## src/rtl/rv_ssc_bundle_issue.sv

```systemverilog
`default_nettype none
// ============================================================================
// Module   : rv_ssc_bundle_issue
// Brief    : Issue-side bundler. Queues flagged instruction words and forms
//            1/2/3-wide issue bundles in a registered output stage.
//            Optional bundle-width counters under RVSSC_BUNDLE_STATS_EN.
// Revision : 1.0 - initial release
// ============================================================================
module rv_ssc_bundle_issue #(
    parameter int QDEPTH   = 8,
    parameter int PC_W     = 48,
    parameter bit EN_3WIDE = 1'b1
) (
    input  logic                clock,
    input  logic                reset,
    input  logic                flush,
    input  logic                in_valid,
    output logic                in_ready,
    input  logic [1:0]          in_count,
    input  logic [95:0]         in_word,
    input  logic [11:0]         in_flag,
    input  logic [3*PC_W-1:0]   in_pc,
    output logic                out_valid,
    input  logic                out_ready,
    output logic [1:0]          out_count,
    output logic [95:0]         out_word,
    output logic [PC_W-1:0]     out_pc,
    output logic [95:0]         stat_cnt
);

    localparam int c_PTR_W = $clog2(QDEPTH);
    localparam int c_OCC_W = c_PTR_W + 1;

    logic [31:0]        r_qWord [QDEPTH];
    logic [3:0]         r_qFlag [QDEPTH];
    logic [PC_W-1:0]    r_qPc   [QDEPTH];
    logic [c_PTR_W-1:0] r_rdPtr;
    logic [c_PTR_W-1:0] r_wrPtr;
    logic [c_OCC_W-1:0] r_occ;

    logic               r_outValid;
    logic [1:0]         r_outCount;
    logic [95:0]        r_outWord;
    logic [PC_W-1:0]    r_outPc;

    logic               w_push;
    logic [1:0]         w_pushN;
    logic               w_canLoad;
    logic               w_load;
    logic [1:0]         w_selN;
    logic [1:0]         w_popN;
    logic [c_PTR_W-1:0] w_idx1;
    logic [c_PTR_W-1:0] w_idx2;
    logic [31:0]        w_e0, w_e1, w_e2;
    logic [3:0]         w_f0, w_f1, w_f2;
    logic               w_sel3;
    logic               w_sel2;
    logic [95:0]        w_bundleWord;

    // Writer's destination clobbers any source or destination of the later word.
    function automatic logic hz(input logic [31:0] a, input logic [31:0] b);
        logic [4:0] rdA;
        rdA = a[11:7];
        return (rdA != 5'd0) && ((rdA == b[19:15]) || (rdA == b[24:20]) || (rdA == b[11:7]));
    endfunction

    assign in_ready  = (c_OCC_W'(QDEPTH) - r_occ) >= c_OCC_W'(3);
    assign w_push    = in_valid && in_ready && !flush && (in_count != 2'd0);
    assign w_pushN   = w_push ? in_count : 2'd0;
    assign w_canLoad = !r_outValid || out_ready;
    assign w_load    = w_canLoad && (r_occ != '0) && !flush;

    assign w_idx1 = r_rdPtr + c_PTR_W'(1);
    assign w_idx2 = r_rdPtr + c_PTR_W'(2);
    assign w_e0   = r_qWord[r_rdPtr];
    assign w_e1   = r_qWord[w_idx1];
    assign w_e2   = r_qWord[w_idx2];
    assign w_f0   = r_qFlag[r_rdPtr];
    assign w_f1   = r_qFlag[w_idx1];
    assign w_f2   = r_qFlag[w_idx2];

    assign w_sel3 = EN_3WIDE && (r_occ >= c_OCC_W'(3)) && w_f0[1] && w_f1[2] && w_f2[3] &&
                    !hz(w_e0, w_e1) && !hz(w_e0, w_e2) && !hz(w_e1, w_e2);
    assign w_sel2 = (r_occ >= c_OCC_W'(2)) && w_f0[0] && w_f1[2] && !hz(w_e0, w_e1);
    assign w_selN = w_sel3 ? 2'd3 : (w_sel2 ? 2'd2 : 2'd1);
    assign w_popN = w_load ? w_selN : 2'd0;

    always_comb begin
        w_bundleWord        = '0;
        w_bundleWord[31:0]  = w_e0;
        if (w_selN != 2'd1) begin
            w_bundleWord[63:32] = w_e1;
        end
        if (w_selN == 2'd3) begin
            w_bundleWord[95:64] = w_e2;
        end
    end

    // Storage carries no reset; occupancy alone decides which entries are live.
    always_ff @(posedge clock) begin
        for (int k = 0; k < 3; k++) begin
            if (w_push && (2'(k) < in_count)) begin
                r_qWord[r_wrPtr + c_PTR_W'(k)] <= in_word[32*k +: 32];
                r_qFlag[r_wrPtr + c_PTR_W'(k)] <= in_flag[4*k +: 4];
                r_qPc[r_wrPtr + c_PTR_W'(k)]   <= in_pc[PC_W*k +: PC_W];
            end
        end
    end

    always_ff @(posedge clock or negedge reset) begin
        if (!reset) begin
            r_rdPtr <= '0;
            r_wrPtr <= '0;
            r_occ   <= '0;
        end else if (flush) begin
            r_rdPtr <= r_wrPtr;
            r_occ   <= '0;
        end else begin
            r_wrPtr <= r_wrPtr + c_PTR_W'(w_pushN);
            r_rdPtr <= r_rdPtr + c_PTR_W'(w_popN);
            r_occ   <= r_occ + c_OCC_W'(w_pushN) - c_OCC_W'(w_popN);
        end
    end

    always_ff @(posedge clock or negedge reset) begin
        if (!reset) begin
            r_outValid <= 1'b0;
            r_outCount <= 2'd0;
            r_outWord  <= '0;
            r_outPc    <= '0;
        end else if (flush || (w_canLoad && !w_load)) begin
            r_outValid <= 1'b0;
            r_outCount <= 2'd0;
            r_outWord  <= '0;
            r_outPc    <= '0;
        end else if (w_load) begin
            r_outValid <= 1'b1;
            r_outCount <= w_selN;
            r_outWord  <= w_bundleWord;
            r_outPc    <= r_qPc[r_rdPtr];
        end
    end

    assign out_valid = r_outValid;
    assign out_count = r_outCount;
    assign out_word  = r_outWord;
    assign out_pc    = r_outPc;

`ifdef RVSSC_BUNDLE_STATS_EN
    logic [31:0] r_statSingle;
    logic [31:0] r_statDual;
    logic [31:0] r_statTriple;
    logic        w_handshake;

    assign w_handshake = r_outValid && out_ready;

    // Saturating; flush deliberately leaves the history intact.
    always_ff @(posedge clock or negedge reset) begin
        if (!reset) begin
            r_statSingle <= '0;
            r_statDual   <= '0;
            r_statTriple <= '0;
        end else if (w_handshake) begin
            if ((r_outCount == 2'd1) && (r_statSingle != '1)) r_statSingle <= r_statSingle + 32'd1;
            if ((r_outCount == 2'd2) && (r_statDual   != '1)) r_statDual   <= r_statDual   + 32'd1;
            if ((r_outCount == 2'd3) && (r_statTriple != '1)) r_statTriple <= r_statTriple + 32'd1;
        end
    end

    assign stat_cnt = {r_statTriple, r_statDual, r_statSingle};
`else
    assign stat_cnt = '0;
`endif

endmodule
`default_nettype wire

```

## config.mk

```make
export PLATFORM = sky130hd
export DESIGN_NAME = rv_ssc_bundle_issue
export DESIGN_NICKNAME = d
export VERILOG_FILES = /design/src/rtl/rv_ssc_bundle_issue.sv
export SDC_FILE = /design/constraint.sdc
export NUM_CORES = 2
export LEC_CHECK = 0
export CELL_PAD_IN_SITES_DETAIL_PLACEMENT = 1
export CELL_PAD_IN_SITES_GLOBAL_PLACEMENT = 1
export CORE_ASPECT_RATIO = 1.2
export CORE_MARGIN = 2
export CORE_UTILIZATION = 48
export CTS_BUF_LIST = sky130_fd_sc_hd__clkbuf_4 sky130_fd_sc_hd__clkbuf_8
export CTS_CLUSTER_SIZE = 30
export DETAILED_ROUTE_END_ITERATION = 10
export PLACE_DENSITY = 0.86
export RECOVER_POWER = 25
export SYNTH_ARGS = -nofsm -noshare
export SYNTH_HDL_FRONTEND = slang
export SYNTH_SLANG_ARGS = --single-unit
```

## constraint.sdc

```tcl
create_clock -name clock -period 9.1 [get_ports clock]
set_clock_uncertainty 0.05 [all_clocks]
set_input_delay 2.275 -clock clock [delete_from_list [all_inputs] [get_ports clock]]
set_output_delay 2.275 -clock clock [all_outputs]
set_load 0.01 [all_outputs]
```

Yosys cells after proc, flatten, opt, wreduce, memory -nomap -nowiden --
Memory sizes are Yosys's and may differ from the RTL's. Index checks and enable logic that the tools add are counted.
Word-level totals: flip-flop bits (word level) 157, RAM bits 672, input bits 259, output and inout bits 244, logic and storage cells 98, memories 3
Operators by class: $add $sub $neg 9, $lt $le $gt $ge 6, equality and inequality tests 11, muxes and demuxes 22, reductions and logical operators 40
Memory list:
- r_qPc | words 8, width 48, rd ports 1, clocked after Yosys merged registers in 0, wr ports 3, line 36 | logic [PC_W-1:0] r_qPc [QDEPTH];
- r_qWord | words 8, width 32, rd ports 3, clocked after Yosys merged registers in 0, wr ports 3, line 34 | logic [31:0] r_qWord [QDEPTH];
- r_qFlag | words 8, width 4, rd ports 3, clocked after Yosys merged registers in 0, wr ports 3, line 35 | logic [3:0] r_qFlag [QDEPTH];
Operators by type and width (number):
- $mux W96 | 2
- $mux W48 | 2
- $mux W32 | 2
- $eq A5 B5 Y1 | 9
- $logic_and A1 B1 Y1 | 21
- $ge A4 B2 Y1 const B | 3
- $mux W2 | 6
- $reduce_bool A5 Y1 | 2
- $logic_or A1 B1 Y1 | 8
- $mux W1 | 8
- $add A3 B1 Y3 const B | 2
- $add A3 B2 Y3 | 2
- $add A3 B2 Y3 const B | 2
- $logic_not A1 Y1 | 6
- $add A4 B2 Y4 | 1
- $lt A1 B2 Y1 const A | 2
- $mux W4 | 1
- $reduce_bool A2 Y1 | 2
- $reduce_bool A4 Y1 | 1
- $sub A4 B2 Y4 | 1
- $sub A4 B4 Y4 const A | 1
- $mux W3 | 1
- $eq A2 B2 Y1 const B | 1
- $lt A2 B2 Y1 const A | 1
- $ne A2 B1 Y1 const B | 1

Logic depth before layout (Yosys ltp) --
An unclocked memory read counts as a cell.
word-level depth 15, gate-level depth with buffers 19, gate-level depth less buffers 15

Worst setup path before layout --
OpenSTA, ideal clock, no wires.
path kind input port to flip-flop, from in flush, to mem r_qFlag[2][0] (enable), setup time 0.642 ns, arrival time 8.979 ns, required time 8.408 ns, path slack -0.572 ns, stages on the path 9, buffers on the path 1, path through inv_1 > o2111a_1 > buf_2 > nand2_1 > inv_2 > nand3_1 > nor2_1 > a21oi_1 > o21ai_0
RTL lines:
- from (decl) | line 16 | input logic flush,
- to (decl) | line 35

Final worst setup path --
from in out_ready, to reg r_outWord[32] (netlist: out_word[32])
Between the ends: longest elaborated chain between the ends 7, elaborated cells on any way between the ends 8, classes of those cells mux (1); reduce/logical (7)
RTL lines:
- from (decl) | line 24 | input logic out_ready,
- $logic_or A1 B1 Y1 (*) | line 70 | assign w_canLoad = !r_outValid || out_ready;
- $logic_and A1 B1 Y1 (2 in series) | line 71 | assign w_load = w_canLoad && (r_occ != '0) && !flush;
- $logic_not A1 Y1 | line 131 | end else if (flush || (w_canLoad && !w_load)) begin
- $logic_and A1 B1 Y1 | line 131
- $logic_or A1 B1 Y1 | line 131
- $mux W96 / $reduce_bool A2 Y1 (equally long branches)
- to (signal assigned) | line 139 | r_outWord <= w_bundleWord;
- to (decl) | line 43 | logic [95:0] r_outWord;
Every way passes the cells marked *; elsewhere a longest branch is shown, timed or not. A chain may end at the register's enable or synchronous reset.

==> impl_metrics.env <==
export IMPL_status="complete, but fails checks"
export IMPL_violations="max-capacitance violations, max-slew violations"
export IMPL_regArea_mm2=0.02412
export IMPL_cts_buffers=143
export IMPL_synth_ff_type="edfxtp_1"
export IMPL_synth_edf_count=672
export IMPL_synth_top_family_by_area="multiplexers"
export IMPL_multi_input_area_mm2=0.02402
export IMPL_critPathTopFamily="buffers and inverters"
export IMPL_postSynthCellCount=4515
export IMPL_worstMarginPinSlew_ns=4.039
export IMPL_p_int_w=0.009162
export IMPL_wl_per_cell_um=29.93
export IMPL_cts_setup_buffers=0
export IMPL_die_area_mm2=0.1085
export IMPL_syn2layout_area_growth_pct=13.66
export IMPL_clkTransAtPathRegs_ns=0.06
export IMPL_dr_first_iter_drc_count=3302
export IMPL_ctsResizeCount=0
export IMPL_cts_root_buf="clkbuf_8"
export IMPL_finalSetupViolations=0
export IMPL_path_buf_inv=2
export IMPL_wl_met2_mm=90.70
export IMPL_ys_seq_area_share_pct=47.42
export IMPL_nets=4805
export IMPL_path_max_fanout=130
export IMPL_grt_pass1_wl_mm=269.5
export IMPL_start_util_pct=48.46
export IMPL_maxSlewHeadroom_pct=-169.3
export IMPL_crit_type="in -> reg"
export IMPL_clockPowerShare_pct=25.9
export IMPL_rr_worst_depth=15
export IMPL_max_cap_viol_count=7
export IMPL_synth_distinct_cells=51
export IMPL_die_y_um=360.5
export IMPL_route_met3_wl_mm=15.54
export IMPL_cp_required_ns=9.82
export IMPL_clock_sinks=829
export IMPL_yosysWarnings=0
export IMPL_min_path_cells=2
export IMPL_holdPathEnd="out_count[1]"
export IMPL_highest_layer="met5"
export IMPL_drive_above_1_share_pct=13.26
export IMPL_gp_congestion=0.8560
export IMPL_hold_start="out_count[1]"
export IMPL_ant_nets=0
export IMPL_ir_worst_vdd_uv=226.3
export IMPL_grt_pass1_vias=42327
export IMPL_placed_cell_area_mm2=0.05469
export IMPL_p_sw_share_pct=36.70
export IMPL_h_tree_depth=4
export IMPL_synth_area_mux_share_pct=29.09
export IMPL_via_count=39132
export IMPL_grt_ovfl_total=0
export IMPL_num_rows=130
export IMPL_pwr_density_cell_mw_per_mm2=250.5
export IMPL_timing_reg2reg_setup_slack_ns=3.20
export IMPL_clock_fmax_mhz=141.1
export IMPL_r2r_end="r_occ[3]"
export IMPL_clock_latency_ns=0.90
export IMPL_cp_arrival_ns=7.80
export IMPL_slew_violations=361
export IMPL_fillCellCount=10853
export IMPL_grt_max_degree=169
export IMPL_power_net_switching_w=0.005312
export IMPL_start_kind="primary input"
export IMPL_die_x_um=301.1
export IMPL_syn_avg_cell_area_um2=11.26
export IMPL_max_stage_delay_ns=2.19
export IMPL_crit_chain="dlygate4sd3_1 > nand2b_1 > nor2_1 > clkbuf_2 > nand2_1 > o21ai_0"
export IMPL_fin_crit_ns=7.085
export IMPL_core_area_mm2=0.1049
export IMPL_power_leakage_nw=21.83
export IMPL_io_pins=503
export IMPL_cts_buffer_depth=3
export IMPL_wl_mm=181.5
export IMPL_synth_seq_cells=829
export IMPL_min_path_type="reg -> reg"
export IMPL_synth_compound_area_share_pct=8.668
export IMPL_cts_tree="done"
export IMPL_final_hold_viol_count=0
export IMPL_fin_crit_sh_pct=77.86
export IMPL_io_buffers=406
export IMPL_pwr_share_seq_pct=34.9
export IMPL_post_dp_hpwl_mm=109.0
export IMPL_yosys_area_share_simple_pct=6.977
export IMPL_ctsHoldBuffers=0
export IMPL_async_flop_share_pct=18.94
export IMPL_crit_reg2reg_launch="r_rdPtr[0]"
export IMPL_synthAdderAreaFrac_pct=0.4036
export IMPL_whs_ns=0.4196
export IMPL_drt_pre_antenna_iters=5
export IMPL_fin_area_mm2=0.05778
export IMPL_syn_area_mm2=0.05084
export IMPL_remaining_drc_errors=0
export IMPL_rsz0062_at_grt="no"
export IMPL_grt_total_usage_pct=33.24
export IMPL_end_kind="flop"
export IMPL_viasPerCell=6.454
export IMPL_synth_xor_area_share_pct=0.9106
export IMPL_antenna_found_initial=41
export IMPL_met1_length_mm=65.21
export IMPL_slowest_stage="clkbuf_2"
export IMPL_power_frac_comb_pct=39.2
metrics by stage:
stage	worst slack, ns	TNS [ns]	utilization (%)	cells	total power [W]
6_report	2.015	0	55.08	6063	0.01447
5_1_grt	1.863	0	55.06	6056	0.01499
4_1_cts	3.211	0	55.07	6038	0.01456
3_5_place_dp	2.260	0	52.13	5773	0.01082
3_3_place_gp	2.378	0	52.13	5773	0.01063
2_1_floorplan	-0.5716	-96.03	-	4610	0.008832
cells in the final DEF (no fill, tap or decap), types with 25 or more instances in the layout:
master and n:
diode_2 25, clkdlybuf4s50_1 256, o21ai_0 432, buf_4 37, nand2_1 502, dlygate4sd3_1 149, clkbuf_4 46, mux4_2 275
o21ai_1 58, xnor2_1 32, edfxtp_1 672, nor2_1 357, conb_1 96, a21oi_1 346, clkbuf_8 167, dfrtp_1 154
mux2i_1 854
metal layers:
metal | GRT usage, % | vias to the layer above
met4 | 18.94 | 40
met5 | 0 | -
met1 | 38.75 | 19971
li1 | - | 16330
met2 | 56.15 | 2195
met3 | 7.676 | 596
synth_stat cells, types with 5 or more instances:
library cell | count | area share (%)
clkbuf_2 | 59 | 0.58
inv_1 | 14 | 0.10
buf_2 | 104 | 1.0
a21oi_1 | 346 | 3.4
o21ai_0 | 434 | 4.3
nand3_1 | 16 | 0.16
edfxtp_1 | 672 | 40
mux4_2 | 275 | 12
ha_1 | 10 | 0.25
buf_4 | 106 | 1.6
o21ai_1 | 58 | 0.57
dfrtp_1 | 157 | 7.7
xnor2_1 | 32 | 0.55
buf_6 | 6 | 0.13
nor2_1 | 360 | 2.7
nand4_1 | 5 | 0.062
nor2b_1 | 5 | 0.062
nor3_1 | 10 | 0.098
buf_1 | 78 | 0.58
mux2i_1 | 854 | 17
xor2_1 | 19 | 0.33
clkbuf_1 | 333 | 2.5
nand2_1 | 510 | 3.8
area by class of cell:
| class | instances | area share [%] |
|---|---|---|
| timing repair buffer | 465 | 8.127 |
| multi-input combinational | 3077 | 41.56 |
| sequential | 829 | 41.74 |
| tap | 1386 | 3.001 |
| clock buffer | 213 | 4.575 |
| antenna | 25 | 0.1083 |
| inverter | 16 | 0.1039 |
| clock inverter | 52 | 0.7774 |
flip-flops by register name (all words and copies together), names as in the netlist:
name / cells
out_pc: 48
r_occ: 4
r_qPc: 384
out_valid: 1
r_rdPtr: 3
out_word: 96
r_qFlag: 32
r_wrPtr: 3
out_count: 2
r_qWord: 256
tightest hold or removal path, stage by stage (launching register included):
cell and delay [ns]:
dfrtp_1 0.34, nand2_1 0.05, nand2_1 0.05
worst max-delay path by stage:
stage / from / to / cells past startpoint
3_3_place_gp: flush / r_qWord[6][3] / 8
4_1_cts: flush / r_qPc[6][34] / 8
5_1_grt: out_ready / out_word[32] / 6
3_5_place_dp: flush / r_qPc[6][42] / 8
2_1_floorplan: flush / r_qFlag[2][0] / 9
6_report: out_ready / out_word[32] / 6
power groups by stage:
| stage | combinational (W) | sequential [W] | clock (W) |
|---|---|---|---|
| 2_1_floorplan | 0.00376 | 0.00507 | 0 |
| 3_3_place_gp | 0.00555 | 0.00508 | 0 |
| 3_5_place_dp | 0.00571 | 0.00512 | 0 |
| 4_1_cts | 0.00574 | 0.00505 | 0.00378 |
| 5_1_grt | 0.00597 | 0.00509 | 0.00393 |
| 6_report | 0.00568 | 0.00505 | 0.00375 |
kinds of logic after synthesis:
family / Yosys count
adders and majority gates: 14
and+or+nand+nor: 919
DFF: 829
buffers and inverters: 704
xor gates and xnor gates: 52
other: 1
AOI/OAI and AO/OA: 864
muxes: 1132
Note: power is estimated with default switching activity, not from simulation.
